File: src/rtl/vc_credit_sender.sv
// Sender side of a credit-based link: per-VC credit counters, packet-state tracking,
// and a one-cycle registered stage onto the link.
`ifndef FLIT_DATA_WIDTH
`define FLIT_DATA_WIDTH 32
`endif

module vc_credit_sender #(
  parameter int NUM_VCS      = 4,
  parameter int BUFFER_DEPTH = 8,
  parameter int DATA_WIDTH   = `FLIT_DATA_WIDTH,
  parameter int VC_ID_WIDTH  = $clog2(NUM_VCS),
  parameter int CREDIT_WIDTH = $clog2(BUFFER_DEPTH) + 1
) (
  input  logic                            clk,
  input  logic                            reset,
  input  logic                            in_valid,
  input  logic [VC_ID_WIDTH-1:0]          in_vc,
  input  logic                            in_head,
  input  logic                            in_tail,
  input  logic [DATA_WIDTH-1:0]           in_data,
  output logic                            in_ready,
  input  logic                            credit_valid,
  input  logic [VC_ID_WIDTH-1:0]          credit_vc,
  output logic                            out_valid,
  output logic [VC_ID_WIDTH-1:0]          out_vc,
  output logic                            out_head,
  output logic                            out_tail,
  output logic [DATA_WIDTH-1:0]           out_data,
  output logic [NUM_VCS*CREDIT_WIDTH-1:0] credits,
  output logic [NUM_VCS-1:0]              vc_busy,
  output logic                            err_overflow,
  output logic                            err_protocol
);

  typedef enum logic {IDLE, ACTIVE} vc_state_t;

  localparam logic [CREDIT_WIDTH-1:0] FULL = CREDIT_WIDTH'(BUFFER_DEPTH);

  logic [CREDIT_WIDTH-1:0] cnt      [NUM_VCS];
  logic [CREDIT_WIDTH-1:0] cnt_nxt  [NUM_VCS];
  vc_state_t               state    [NUM_VCS];
  vc_state_t               state_nxt[NUM_VCS];
  logic [NUM_VCS-1:0]      ovf_hit;
  logic [NUM_VCS-1:0]      perr_hit;
  logic                    accept;

  logic                    vld_p1;
  logic [VC_ID_WIDTH-1:0]  vc_p1;
  logic                    head_p1;
  logic                    tail_p1;
  logic [DATA_WIDTH-1:0]   data_p1;

  // Returns {overflow, next_count}; a return into a full counter saturates.
  function automatic logic [CREDIT_WIDTH:0] credit_next(
    input logic [CREDIT_WIDTH-1:0] c,
    input logic                    dec,
    input logic                    inc
  );
    logic [CREDIT_WIDTH-1:0] n;
    logic                    ovf;
    n   = c;
    ovf = 1'b0;
    if (dec && !inc) begin
      n = c - CREDIT_WIDTH'(1);
    end else if (inc && !dec) begin
      if (c == FULL) ovf = 1'b1;
      else           n   = c + CREDIT_WIDTH'(1);
    end
    return {ovf, n};
  endfunction

  assign in_ready = (cnt[in_vc] != '0);
  assign accept   = in_valid && in_ready;

  always_comb begin
    for (int v = 0; v < NUM_VCS; v++) begin
      logic dec;
      logic inc;
      dec = accept && (in_vc == VC_ID_WIDTH'(v));
      inc = credit_valid && (credit_vc == VC_ID_WIDTH'(v));
      {ovf_hit[v], cnt_nxt[v]} = credit_next(cnt[v], dec, inc);

      state_nxt[v] = state[v];
      perr_hit[v]  = 1'b0;
      if (dec) begin
        if (state[v] == IDLE) begin
          // A stray body/tail on an idle VC is flagged but does not open a packet.
          if (in_head) state_nxt[v] = in_tail ? IDLE : ACTIVE;
          else         perr_hit[v]  = 1'b1;
        end else begin
          perr_hit[v]  = in_head;
          state_nxt[v] = in_tail ? IDLE : ACTIVE;
        end
      end
    end
  end

  // Stage p0 -> p1: register accepted flit onto the link and update VC state.
  always_ff @(posedge clk) begin
    if (!reset) begin
      for (int v = 0; v < NUM_VCS; v++) begin
        cnt[v]   <= FULL;
        state[v] <= IDLE;
      end
      vld_p1       <= 1'b0;
      vc_p1        <= '0;
      head_p1      <= 1'b0;
      tail_p1      <= 1'b0;
      data_p1      <= '0;
      err_overflow <= 1'b0;
      err_protocol <= 1'b0;
    end else begin
      for (int v = 0; v < NUM_VCS; v++) begin
        cnt[v]   <= cnt_nxt[v];
        state[v] <= state_nxt[v];
      end
      vld_p1 <= accept;
      if (accept) begin
        vc_p1   <= in_vc;
        head_p1 <= in_head;
        tail_p1 <= in_tail;
        data_p1 <= in_data;
      end
      err_overflow <= err_overflow | (|ovf_hit);
      err_protocol <= err_protocol | (|perr_hit);
    end
  end

  always_comb begin
    for (int v = 0; v < NUM_VCS; v++) begin
      credits[v*CREDIT_WIDTH +: CREDIT_WIDTH] = cnt[v];
      vc_busy[v]                              = (state[v] == ACTIVE);
    end
  end

  assign out_valid = vld_p1;
  assign out_vc    = vc_p1;
  assign out_head  = head_p1;
  assign out_tail  = tail_p1;
  assign out_data  = data_p1;

endmodule

File: config.mk
export PLATFORM = sky130hd
export DESIGN_NAME = vc_credit_sender
export DESIGN_NICKNAME = d
export VERILOG_FILES = /design/src/rtl/vc_credit_sender.sv
export SDC_FILE = /design/constraint.sdc
export NUM_CORES = 1
export LEC_CHECK = 0
export CORE_ASPECT_RATIO = 0.9
export CORE_UTILIZATION = 35
export CTS_CLUSTER_DIAMETER = 60
export DETAILED_ROUTE_END_ITERATION = 8
export PLACE_DENSITY = 0.62
export SYNTH_ARGS = -nofsm -noshare
export SYNTH_HDL_FRONTEND = slang
export SYNTH_SLANG_ARGS = --single-unit
File: constraint.sdc
create_clock -name clk -period 3.55 [get_ports clk]
set_clock_uncertainty 0.05 [all_clocks]
set_input_delay 0.5325 -clock clk [delete_from_list [all_inputs] [get_ports clk]]
set_output_delay 0.5325 -clock clk [all_outputs]
set_load 0.02 [all_outputs]
# After elaboration in Yosys (flattened, before gate mapping)
# Memories as Yosys holds them, arrays and structs flattened.
# Index checks and enable logic that the tools add are counted.
[totals]
register_bits = 39
n_memories = 2
out_inout_bits = 60
mem_bits_rw = 20
[op_classes]
bitwise = 10
add_sub_neg = 8
n_mux = 53
eq_ne = 10
reduce_logical = 30
[memory_table]
columns = ["memory", "words", "width", "read_ports", "rd_ports_with_merged_regs", "wr", "line_no", "text"]
rows = [
  ["cnt", 4, 4, 5, 0, 4, "39", "logic [CREDIT_WIDTH-1:0] cnt [NUM_VCS];"],
  ["state", 4, 1, 4, 0, 4, "41", "vc_state_t state [NUM_VCS];"],
]
[op_table]
columns = ["operator", "n"]
rows = [
  ["$mux W4", 16],
  ["$mux W1", 37],
  ["$logic_and A1 B1 Y1", 17],
  ["$add A4 B1 Y4 const B", 4],
  ["$eq A4 B4 Y1 const B", 4],
  ["$sub A4 B1 Y4 const B", 4],
  ["$or A1 B1 Y1", 10],
  ["$eq A2 B2 Y1 const B", 4],
  ["$logic_not A1 Y1", 8],
  ["$reduce_or A4 Y1", 2],
  ["$eq A2 B1 Y1 const B", 2],
  ["$logic_not A2 Y1", 2],
  ["$reduce_bool A4 Y1", 1],
]

# Logic depth before layout (Yosys ltp)
# An unclocked memory read counts as a cell.
[logic_depth]
word_depth = 10
mapped_depth = 11
ltp_nobuf = 10

# Least setup slack after synthesis
# No wires, ideal clock.
[synth_path]
kind = "register to register"
startpoint = "mem cnt[3][0] (netlist bit)"
endpoint = "mem cnt[1][1] (netlist bit)"
synth_period_minus_slack_ps = 3202
path_buffers = 0
stages_incl_launch_ff = 10
arrival_ps = 3037
path_slack_ps = 348
required_ps = 3385
path_cell_list = "dfxtp_1 or4_4 mux4_2 nand2_1 nor2_1 ha_1 nand2b_1 o41ai_1 o22ai_1 and2_1"
[synth_lines]
columns = ["element", "line_no"]
rows = [
  ["start, declared", "39"],
]

==> qor.yml <==
gr-usage-met2: 0.267
synth_edf_count: 3
power_density_nw_per_um2: 397
grt_setup_unrepaired: "false"
syn2layout_area_growth_pct: 38.4
htree_levels: 3
layout_commonest_cell: "clkdlybuf4s50_1"
busiest_layer: "met2"
period_share: 0.922
clk-insertion-delay-late_ns: 0.33
ant_nets: 0
maxSlewHeadroom: 0.655
avgSynthCellArea_um2: 8.86
clockRootBuffer: "clkbuf_8"
ir_drop_uv: 190
syn-cell-area_um2: 3190
drv_cap: 0
final_cell_mix: "100 x clkdlybuf4s50_1, 85 x nand2_1, 56 x dfxtp_1"
finalMaxSlewViolations: 0
required_ns: 3.74
std_cell_rows: 32
critPathLaunchType: "flip-flop"
vias: 2843
hold_class: "flip-flop to flip-flop"
antenna_found_initial: 0
cts.sinks: 59
ctsResizeCount: 0
chipWidth_um: 103
gp_congestion: 0.796
portBuffers: 101
synth_nets: 418
cts_tree: "built"
min_period_ns: 3.27
status: "finished clean"
fmax_ghz: 0.306
die_area_um2: 9500
dr.first_iter.drc_count: 78
grt_pass1_vias: 2664
fillerInstances: 863
tns_ns: 0
coreArea_um2: 8690
avgRoutedWirePerCell_um: 13.6
wl_um: 7850
power.leakage_nw: 1.79
cts-hold-fix-buffers: 0
drive_gt1_frac: 0.0677
critPathArrivalTime_ns: 3.46
finalHoldViolCount: 0
max_slew.worst_pin.slew_ns: 0.518
numCtsBuffers: 9
cts.clk_slew.worst_paths_ns: 0.07
n_antenna_cell: 0
ys_seq_area_frac: 0.380
first_pass_iters: 4
synth_cells: 360
synth_warnings: 0
grt.overflow.total: 0
final_util: 0.508
drc_errors: 0
grt_max_degree: 56
use_met3: 0.0460
async_reset_ff_frac: 0
ys_ff_latch: 59
die_h_um: 92.6
grt_util_all_layers: 0.173
hpwl_um: 5710
worstSetupEndpointType: "flip-flop"
io_pins: 102
finalSetupViolations: 0
synth.distinct_cells: 44
synth_flop_cell: "dfxtp_1"
clockBufferDepth: 2
routed_via_density: 4.93
use_met1: 0.230
critPathMaxFanout: 8
initial_core_util: 0.367
cts_setup_buffers: 0
path_class: "flip-flop to flip-flop"
grt_pass1_wl_um: 12900
nets: 512
whs_ns: 0.404
reg2reg_depth: 10
holdPathStages: 2
[registers in the layout, indices dropped and copies added (netlist names)]
name and count:
out_valid 1, state 4, out_head 1, err_overflow 1, out_data 32, out_tail 1, out_vc 2, cnt 16
err_protocol 1
[worst max-delay path, stage by stage (launching register included)]
cell and delay [ns]:
dfxtp_1 0.39, or4_4 0.58, mux4_2 0.53, nand2_1 0.21, nor3_1 0.08, ha_1 0.27, ha_1 0.31, a21o_1 0.21
a21oi_1 0.22, o211ai_1 0.13, a311oi_1 0.21
[cell usage after synthesis (2+ instances only)]
cell type	number	area [µm²]
a2111oi_0	2	17.5
a211o_1	3	26.3
a21o_1	6	45.0
a21oi_1	5	25.0
a311oi_1	2	17.5
a31oi_1	3	18.8
a32oi_1	2	17.5
and2_1	7	43.8
and3_1	2	12.5
buf_12	3	60.1
buf_4	4	30.0
clkbuf_1	15	56.3
dfxtp_1	56	1120
edfxtp_1	3	90.1
fa_1	3	60.1
ha_1	13	163
inv_1	14	52.6
mux2i_1	43	430
mux4_2	2	45.0
nand2_1	85	319
nand2b_1	8	50.1
nand3_1	6	30.0
nand3b_1	3	22.5
nand4_1	2	12.5
nor2_1	16	60.1
nor2b_1	2	12.5
nor3_1	7	35.0
nor4_1	2	12.5
o211ai_1	3	22.5
o21ai_0	11	55.1
or3_1	4	25.0
or3b_2	4	35.0
or4_1	4	30.0
xnor2_1	5	43.8
[final cells by class]
| cell class | instances | area, µm² | area share |
|---|---|---|---|
| clock buffer | 12 | 176 | 0.0400 |
| clock inverter | 3 | 20.0 | 0.00454 |
| inverter | 14 | 52.6 | 0.0119 |
| multi-input combinational | 263 | 1750 | 0.397 |
| sequential | 59 | 1210 | 0.274 |
| tap | 119 | 149 | 0.0337 |
| timing repair buffer | 107 | 1050 | 0.238 |
[kinds of logic after synthesis]
group / after synthesis / share of synthesized area
buffers and inverters: 38 / 0.0706
AO/OA/AOI/OAI: 41 / 0.0867
adder cells (fa/ha/maj): 16 / 0.0698
AND/OR/NAND/NOR: 156 / 0.231
XOR/XNOR: 5 / 0.0137
flip-flops: 59 / 0.380
multiplexers: 45 / 0.149
[through the flow]
step	worst slack, ns	instance area, µm²	power (mW)	cells
after floorplan	0.348	3190	1.00	360
after global placement	0.229	4220	1.17	562
after detailed placement	0.149	4220	1.17	562
after CTS	0.307	4410	1.78	577
after global routing	0.0650	4410	1.85	577
final	0.277	4410	1.75	577
[power breakdown]
part / switching (mW) / internal [mW] / leakage (nW)
registers: 0.0366 / 0.719 / 0.491
logic: 0.200 / 0.201 / 1.20
clock network: 0.267 / 0.329 / 0.0956
[final timing paths]
kind	to	start	slack, ns
worst max register to register	cnt[0][3]	cnt[3][0]	0.28
worst min-delay path	out_data[1]	out_data[1]	0.40
worst max-delay path	cnt[0][3]	cnt[3][0]	0.28
worst min register to register	out_data[1]	out_data[1]	0.40
[metal layers]
layer / wire [µm] / vias up
met3: 567 / 11
met4: 99 / 0
met2: 3610 / 92
met5: 0 / -
li1: - / 1422
met1: 3570 / 1318
No activity file was read; power rests on OpenSTA's default activity.
